$ cat src/rtl/fft_input_pkg.sv
// Shared types and helpers for the FFT frame input gate.
// Optional build macro used by the users of this package: FFT_FRAME_INPUT_BITREV_EN.
package fft_input_pkg;

  // Widest frame exponent any instance may use; sizes the bitrev helper.
  localparam int MAX_LOG2_N = 10;

  // Read-side state machine encoding.
  typedef enum logic [1:0] {
    IDLE = 2'd0,
    LOAD = 2'd1,
    SHOW = 2'd2
  } rd_state_e;

  // Number of samples in one frame.
  function automatic int frame_len(input int log2_n);
    return 1 << log2_n;
  endfunction

  // Reverse the low w bits of v; bits above w come back as zero.
  function automatic logic [MAX_LOG2_N-1:0] bitrev(input logic [MAX_LOG2_N-1:0] v,
                                                   input int w);
    logic [MAX_LOG2_N-1:0] r;
    r = '0;
    for (int i = 0; i < MAX_LOG2_N; i++) begin
      if (i < w) r[i] = v[w-1-i];
    end
    return r;
  endfunction

endpackage

$ cat src/rtl/fft_bank_ram.sv
// Two-bank sample store: 2*FRAME_LEN words, one write port, one registered
// read port. Address is {bank, idx}. The read register only loads when
// rd_en is high, so it doubles as the output prefetch/hold register.
module fft_bank_ram
  import fft_input_pkg::*;
#(
  parameter int DATA_W = 16,
  parameter int LOG2_N = 4
) (
  input  logic              clk,
  input  logic              rst,
  input  logic              wr_en,
  input  logic [LOG2_N:0]   wr_addr,
  input  logic [DATA_W-1:0] wr_data,
  input  logic              rd_en,
  input  logic [LOG2_N:0]   rd_addr,
  output logic [DATA_W-1:0] rd_data
);

  localparam int DEPTH = 2 * frame_len(LOG2_N);

  logic [DATA_W-1:0] mem [DEPTH];
  logic [DATA_W-1:0] rd_data_q, rd_data_d;

  // Storage write port; contents are not reset, validity lives in the bank flags.
  always_ff @(posedge clk) begin
    if (wr_en) mem[wr_addr] <= wr_data;
  end

  // Read register loads on request, otherwise holds for a stalled consumer.
  always_comb begin
    rd_data_d = rd_data_q;
    if (rd_en) rd_data_d = mem[rd_addr];
  end

  // Read register with reset so the output sample reads 0 after reset.
  always_ff @(posedge clk) begin
    if (rst) rd_data_q <= '0;
    else     rd_data_q <= rd_data_d;
  end

  assign rd_data = rd_data_q;

endmodule

$ cat src/rtl/fft_frame_input.sv
// FFT front-end input gate: collects a serial sample stream into frames of
// 2^LOG2_N samples, ping-pongs them across two banks and drains each frame
// to the FFT core with index / start / end markers.
// Build macro FFT_FRAME_INPUT_BITREV_EN: read frames out in bit-reversed
// address order (out_idx still counts output position).
//
// Handshake: a transfer happens on a rising edge where valid (req) and ready
// (ans) are both high. Once out_req is raised it stays high and out_data,
// out_idx, out_sop, out_eop stay stable until the transfer edge. in_ans never
// looks at in_req.
module fft_frame_input
  import fft_input_pkg::*;
#(
  parameter int DATA_W = 16,
  parameter int LOG2_N = 4
) (
  input  logic              clk,
  input  logic              rst,
  input  logic              en,
  input  logic              in_req,
  output logic              in_ans,
  input  logic [DATA_W-1:0] in_data,
  output logic              out_req,
  input  logic              out_ans,
  output logic [DATA_W-1:0] out_data,
  output logic [LOG2_N-1:0] out_idx,
  output logic              out_sop,
  output logic              out_eop,
  output logic              ovf
);

  localparam logic [LOG2_N-1:0] LAST_IDX = {LOG2_N{1'b1}};

  // Write side state
  logic              wr_bank_q, wr_bank_d;
  logic [LOG2_N-1:0] wr_cnt_q, wr_cnt_d;
  logic [1:0]        full_q, full_d;
  logic              ovf_q, ovf_d;

  // Read side state and registered outputs
  rd_state_e         state_q, state_d;
  logic              rd_bank_q, rd_bank_d;
  logic [LOG2_N-1:0] rd_cnt_q, rd_cnt_d;
  logic              out_req_q, out_req_d;
  logic [LOG2_N-1:0] out_idx_q, out_idx_d;
  logic              out_sop_q, out_sop_d;
  logic              out_eop_q, out_eop_d;

  logic              in_fire, out_fire, wr_last, rd_last, rd_done;
  logic              ram_rd_en;
  logic [LOG2_N-1:0] rd_pos, rd_addr_idx;

  assign in_ans   = en && !full_q[wr_bank_q];
  assign in_fire  = in_req && in_ans;
  assign out_fire = out_req_q && out_ans;
  assign wr_last  = (wr_cnt_q == LAST_IDX);
  assign rd_last  = (rd_cnt_q == LAST_IDX);
  assign rd_done  = (state_q == SHOW) && out_fire && rd_last;

  // Write pointer: fill the current bank, hop to the other bank after the last word.
  always_comb begin
    wr_cnt_d  = wr_cnt_q;
    wr_bank_d = wr_bank_q;
    if (in_fire) begin
      if (wr_last) begin
        wr_cnt_d  = '0;
        wr_bank_d = ~wr_bank_q;
      end else begin
        wr_cnt_d = wr_cnt_q + 1'b1;
      end
    end
  end

  // Bank full flags and sticky overflow. Read frees rd_bank, write fills
  // wr_bank; the two are never the same bank on one edge.
  always_comb begin
    full_d = full_q;
    if (rd_done)           full_d[rd_bank_q] = 1'b0;
    if (in_fire && wr_last) full_d[wr_bank_q] = 1'b1;
    ovf_d = ovf_q | (en & in_req & full_q[0] & full_q[1]);
  end

  // Read FSM: IDLE waits for a full bank, LOAD primes the RAM read register
  // with sample 0, SHOW presents samples and prefetches the next on each transfer.
  always_comb begin
    state_d   = state_q;
    rd_cnt_d  = rd_cnt_q;
    rd_bank_d = rd_bank_q;
    out_req_d = out_req_q;
    out_idx_d = out_idx_q;
    out_sop_d = out_sop_q;
    out_eop_d = out_eop_q;
    ram_rd_en = 1'b0;
    rd_pos    = '0;
    case (state_q)
      IDLE: begin
        if (full_q[rd_bank_q]) state_d = LOAD;
      end
      LOAD: begin
        ram_rd_en = 1'b1;
        rd_pos    = '0;
        state_d   = SHOW;
        out_req_d = 1'b1;
        out_idx_d = '0;
        out_sop_d = 1'b1;
        out_eop_d = 1'b0;
      end
      SHOW: begin
        if (out_fire) begin
          if (rd_last) begin
            state_d   = IDLE;
            rd_cnt_d  = '0;
            rd_bank_d = ~rd_bank_q;
            out_req_d = 1'b0;
            out_idx_d = '0;
            out_sop_d = 1'b0;
            out_eop_d = 1'b0;
          end else begin
            rd_pos    = rd_cnt_q + 1'b1;
            rd_cnt_d  = rd_pos;
            ram_rd_en = 1'b1;
            out_idx_d = rd_pos;
            out_sop_d = 1'b0;
            out_eop_d = (rd_pos == LAST_IDX);
          end
        end
      end
      default: state_d = IDLE;
    endcase
  end

`ifdef FFT_FRAME_INPUT_BITREV_EN
  // Bit-reversed storage address for a decimation-in-time core.
  assign rd_addr_idx = LOG2_N'(bitrev(MAX_LOG2_N'(rd_pos), LOG2_N));
`else
  // Natural-order readout.
  assign rd_addr_idx = rd_pos;
`endif

  // All control state, including discard of any partial or full frame on reset.
  always_ff @(posedge clk) begin
    if (rst) begin
      wr_bank_q <= 1'b0;
      wr_cnt_q  <= '0;
      full_q    <= 2'b00;
      ovf_q     <= 1'b0;
      state_q   <= IDLE;
      rd_bank_q <= 1'b0;
      rd_cnt_q  <= '0;
      out_req_q <= 1'b0;
      out_idx_q <= '0;
      out_sop_q <= 1'b0;
      out_eop_q <= 1'b0;
    end else begin
      wr_bank_q <= wr_bank_d;
      wr_cnt_q  <= wr_cnt_d;
      full_q    <= full_d;
      ovf_q     <= ovf_d;
      state_q   <= state_d;
      rd_bank_q <= rd_bank_d;
      rd_cnt_q  <= rd_cnt_d;
      out_req_q <= out_req_d;
      out_idx_q <= out_idx_d;
      out_sop_q <= out_sop_d;
      out_eop_q <= out_eop_d;
    end
  end

  fft_bank_ram #(
    .DATA_W (DATA_W),
    .LOG2_N (LOG2_N)
  ) u_ram (
    .clk     (clk),
    .rst     (rst),
    .wr_en   (in_fire),
    .wr_addr ({wr_bank_q, wr_cnt_q}),
    .wr_data (in_data),
    .rd_en   (ram_rd_en),
    .rd_addr ({rd_bank_q, rd_addr_idx}),
    .rd_data (out_data)
  );

  assign out_req = out_req_q;
  assign out_idx = out_idx_q;
  assign out_sop = out_sop_q;
  assign out_eop = out_eop_q;
  assign ovf     = ovf_q;

endmodule

$ cat config.mk
export PLATFORM = sky130hd
export DESIGN_NAME = fft_frame_input
export DESIGN_NICKNAME = d
export VERILOG_FILES = /design/src/rtl/fft_input_pkg.sv /design/src/rtl/fft_bank_ram.sv /design/src/rtl/fft_frame_input.sv
export SDC_FILE = /design/constraint.sdc
export NUM_CORES = 1
export LEC_CHECK = 0
export BUFFER_PORTS_ARGS = -buffer_cell sky130_fd_sc_hd__buf_2
export CAP_MARGIN = 20
export CORE_MARGIN = 2
export CORE_UTILIZATION = 55
export CTS_CLUSTER_DIAMETER = 50
export DETAILED_ROUTE_END_ITERATION = 12
export GPL_TIMING_DRIVEN = 0
export HOLD_SLACK_MARGIN = 0.08
export PLACE_DENSITY = 0.8
export SLEW_MARGIN = 20
export SYNTH_ARGS = -nofsm -noshare
export SYNTH_HDL_FRONTEND = slang
export SYNTH_SLANG_ARGS = --single-unit
$ cat constraint.sdc
create_clock -name clk -period 4.73 [get_ports clk]
set_input_delay 1.419 -clock clk [delete_from_list [all_inputs] [get_ports clk]]
set_output_delay 1.419 -clock clk [all_outputs]
set_load 0.05 [all_outputs]
* Word level (Yosys, flattened, before mapping)
Memories as Yosys holds them, arrays and structs flattened. A register that Yosys moved wholly into a read port is not among the register bits.
Cells that the tools add are included.
** Word-level totals
- Flip-flop bits (word level) :: 22
- RAM bits :: 512
- Memories :: 1
** Cells by class
- Add/subtract/negate cells :: 2
- Magnitude comparators :: 4
- Eq/ne operators :: 8
- Multiplexer cells :: 33
- Bitwise operators :: 9
- Reductions and logical operators :: 17
** Memory list
- u_ram.mem :: words 32, width 16, read ports 1, clocked after Yosys merged registers in 1, wr ports 1, RTL line fft_bank_ram.sv:22 : logic [DATA_W-1:0] mem [DEPTH];
** Operator list (count)
- 2-to-1 mux 4 bit :: 5
- 2-to-1 mux 1 bit :: 15
- equality test 4 bit, second input constant :: 3
- 2-to-1 mux 2 bit :: 5
- AND reduction 3 bit :: 3
- adder 4 x 1 -> 4 bit, second input constant :: 2
- logical AND 1 bit :: 8
- one-hot mux 1 bit (2 select lines) :: 4
- one-hot mux 4 bit (2 select lines) :: 1
- != test 2 bit, second input constant :: 3
- one-hot mux 2 bit (3 select lines) :: 1
- AND reduction 2 bit :: 3
- less-than comparator 1 x 2 -> 1 bit, second input constant :: 2
- bitwise AND 1 bit :: 3
- bitwise AND 2 bit :: 1
- demux 1 bit (select 1 bit) :: 2
- equality test 2 x 1 -> 1 bit, second input constant :: 1
- equality test 2 bit, second input constant :: 1
- greater-or-equal comparator 1 bit, second input constant :: 2
- logical NOT 2 bit :: 1
- inverter 1 bit :: 2
- inverter 2 bit :: 1
- bitwise OR 2 bit :: 1
- nonzero test 2 bit :: 1
- other kinds (2) :: 2

* Depth between registers and ports, before layout
- Depth in word-level cells :: 9
- Depth in mapped cells :: 11

* Modules after synthesis
A second synthesis with hierarchy kept.
** Second synthesis, totals
- Cell total of the unflattened synthesis :: 1264
- Area, all modules :: 21613.2 µm²
** By module, submodules not included
- fft_bank_ram :: times used 1, cells each 1146, area an instance 20538.4 µm², sequential area each 15695.1 µm²
- fft_frame_input :: times used 1, cells each 118, area an instance 1074.8 µm², sequential area each 440.4 µm²

* Worst setup path before layout
OpenSTA, ideal clock, no wires.
- Path type :: input to output
- From :: input port en
- To :: output port in_ans
- Arrival :: 1.826 ns
- Data required time :: 3.311 ns
- Path slack :: 1.485 ns
- Stages :: 1
- Path through :: and2_1
** On the way
- Longest elaborated chain between the ends :: 1
** Ends and longest elaborated chain
- start, declared :: RTL line fft_frame_input.sv:19 : input logic en,
- logical AND 1 bit :: RTL line fft_frame_input.sv:53 : assign in_ans = en && !full_q[wr_bank_q];
- end, declared :: RTL line fft_frame_input.sv:21 : output logic in_ans,
Every way passes these cells.

* Worst setup path in the final report
- From :: input port out_ans
- To :: register u_ram.rd_data_q[3] (netlist: u_ram.rd_data[3]) (read register of u_ram.mem)
** On the way
- Longest elaborated chain between the ends :: 3
- Elaborated cells on any way between the ends :: 5
- Those cells by class :: mux: 4; reduce/logical: 1
** Ends and longest elaborated chain
- start, declared :: RTL line fft_frame_input.sv:24 : input logic out_ans,
- logical AND 1 bit * :: RTL line fft_frame_input.sv:55 : assign out_fire = out_req_q && out_ans;
- 2-to-1 mux 1 bit / 2-to-1 mux 4 bit (equally long branches) :: RTL line fft_frame_input.sv:109 : if (out_fire) begin
- one-hot mux 1 bit (2 select lines) / 2-to-1 mux 4 bit (equally long branches) :: RTL line fft_frame_input.sv:95 : case (state_q)
- end, declared :: RTL line fft_bank_ram.sv:23 : logic [DATA_W-1:0] rd_data_q, rd_data_d;
Mark *: on every way between the ends. The rest lies on a longest branch, timed or not.
A chain may end at the register's enable or synchronous reset.

==> metrics.cfg <==
[clocking]
cts_resized=0
cts_buffer_depth=3
cts_setup_buffers=0
cts_sinks=550
htreeDepth=2
cts.reportedPaths.clkPinSlew_ps=60
cts_tree=built
cts_root_buf=clkbuf_16
cts-buffers-inserted=52
ctsHoldBuffers=0
clk_latency_ps=580

[detailed_routing]
antenna_left=0
wirelength_mm=53.14
wl_per_cell_um=27.11
drc=0
vias_per_cell=6.425
vias=12590
drt-initial-drc-count=1503
first_pass_iters=5

[global_routing]
grt_usage_pct=25.95
gr-total-overflow=0
grt_pass1_vias=12310
grt_max_degree=33
grt_pass1_wl_mm=78.31
antenna_found_initial=0

[placed_design]
routabilityCongestion=1.020
io_buffers=44
place_ws_ps=205.7
dpl.hpwl_mm=32.98

[logic_synthesis]
synth_area_leaders=edfxtp_1, mux2i_1, dfxtp_1, mux4_2, nand2_1
synthAdderAreaFrac_pct=0.5777
syn_inst=1293
yosys_most_used_dff=edfxtp_1
synth.largest_area_cell=edfxtp_1
synth_fp_nets=1324
synth_seq_cells=550
synth_top_family_by_area=compound AO/OA/AOI/OAI gates
synthMuxAreaShare_pct=8.990
syn-cell-area_um2=21660
ys_warn_count=0
yosysTopAreaCellShare_pct=70.99
yosysSeqAreaShare_pct=74.50
synth_xor_area_share_pct=0.1213
synth_edf_count=512
synthSimpleGateAreaFrac_pct=4.639
syn_area_per_cell_um2=16.75
async_flop_share_pct=0
synth_cell_type_count=53
synth-compound-area-share_pct=9.163

[worst_hold_path]
hp-class=flip-flop to flip-flop

[timing]
timing.hold.ws_ps=475.4
finalSetupViolations=0
hold_viol_final=0
max_slew_margin_pct=17.73
finalCritPeriodShare_pct=85.76
maxSlewViolCount=0
max_freq_mhz=246.5
setup_ws_ps=673.7
finClkSkew_ps=12.78
worstMarginPinSlew_ps=1231
setup_tns_ps=0
rsz0062_at_grt=false
period_minus_slack_ps=4056

[power_and_ir_drop]
p_total_mw=9.836
ir_worst_vdd_v=0.0003973
cellPowerDensity_nw_per_um2=401.2
power.leakage_nw=8.532

[layout]
nets=1431
area.growth.synth_to_final_pct=13.21
mostFrequentLayoutCells=edfxtp_1, nand2_1, mux2i_1, buf_2
final_core_util_pct=63.29
num_antenna_cells=0
drive_above_1_share_pct=16.44
nFillCells=2656
layout_commonest_cell=edfxtp_1

[critical_path]
critPathKind=input port to flip-flop
cp-start-kind=input port
path_max_fanout=10
critPathArrivalTime_ps=4450
cp-end-kind=flip-flop
worstPathRequired_ps=5130

[die]
die_h_um=202.4
initial_core_util_pct=55.91
die_w_um=202.4
coreArea_um2=38740
ioPinCount=46
die_area_um2=40980
num_rows=72

[status]
outcome=finished, final reports clean

[flow_run]
drv_cap=0

-- synthesized netlist by cell type (all sizes together), types with 2 or more instances --
cell     number
nor2b        33
a31oi        34
mux4         32
o22ai        32
a21oi        11
ha           10
or2           2
a22oi         3
nand3b        3
a32o         16
o21ai         4
a311oi       32
a221oi       32
nand3         4
a211oi       49
buf          39
a22o          2
edfxtp      512
mux2i       118
nor3          2
clkbuf       48
and3          4
o21bai       17
inv          10
nand2       121
nor2         50
xor2          3
dfxtp        38
a2111oi      16
and2          2
-- layer usage --
metal	track usage, %	wire length [µm]
met3	4.434	4914
met1	35.07	20540
met4	10.17	2038
met5	0	0
met2	42.48	25650
-- critical path: stages --
cell,delay [ps]
buf_2,140
and3_1,170
clkbuf_1,390
nand2_1,290
buf_2,290
buf_2,210
a221oi_1,300
a311oi_1,110
a2111oi_1,1000
a211oi_1,110
-- path summary, 6_finish.rpt --
kind	from	slack (ps)	end	depth (start not counted)
worst max-delay path	out_ans	670	u_ram.rd_data[3]$_SDFFE_PP0P_	10
worst min-delay path	out_eop$_SDFFE_PP0P_	480	out_eop$_SDFFE_PP0P_	2
worst max register to register	rd_cnt_q[0]$_SDFFE_PP0N_	800	u_ram.rd_data[3]$_SDFFE_PP0P_	10
worst min register to register	out_eop$_SDFFE_PP0P_	480	out_eop$_SDFFE_PP0P_	2
-- final cells by class --
cell class                 instances  area, µm²  share of cell area [%]
sequential                       550      16140                   65.81
multi-input combinational        646       5170                   21.09
clock buffer                      59       1359                   5.542
tap                              518      648.1                   2.644
clock inverter                    37      437.9                   1.786
buffer                            87      396.6                   1.618
timing repair buffer              53      332.8                   1.357
inverter                          10      37.54                  0.1531
-- report_power, final --
part / internal (mW) / switching [mW] / leakage [nW] / total [mW]
logic: 0.0158 / 0.110 / 2.74 / 0.126
registers: 5.32 / 0.00417 / 4.91 / 5.33
clock network: 2.57 / 1.81 / 0.883 / 4.38
total: 7.91 / 1.93 / 8.53 / 9.84
-- flip-flops by register name, indices dropped and copies added, names as in the netlist --
name	cells
full_q	2
rd_cnt_q	4
out_req	1
out_sop	1
wr_bank_q	1
out_eop	1
u_ram.mem	512
u_ram.rd_data	16
out_idx	4
state_q	2
wr_cnt_q	4
rd_bank_q	1
ovf	1
-- stage by stage --
step / cells / instance area [µm²]
floorplan: 1293 / 21660
global placement: 1855 / 22530
detailed placement: 1864 / 22710
CTS: 1960 / 24510
global route: 1960 / 24520
finish: 1960 / 24520
-- cells by family (layout without fill, tap and decap cells) --
logic type               Yosys count  count (layout)
AO/OA/AOI/OAI                    254             254
adder cells (fa/ha/maj)           10              10
buffers and inverters             97             246
AND/OR/NAND/NOR                  228             228
XOR/XNOR                           3               3
multiplexers                     151             151
flip-flops                       550             550
Note: power is estimated with default switching activity, not from simulation.
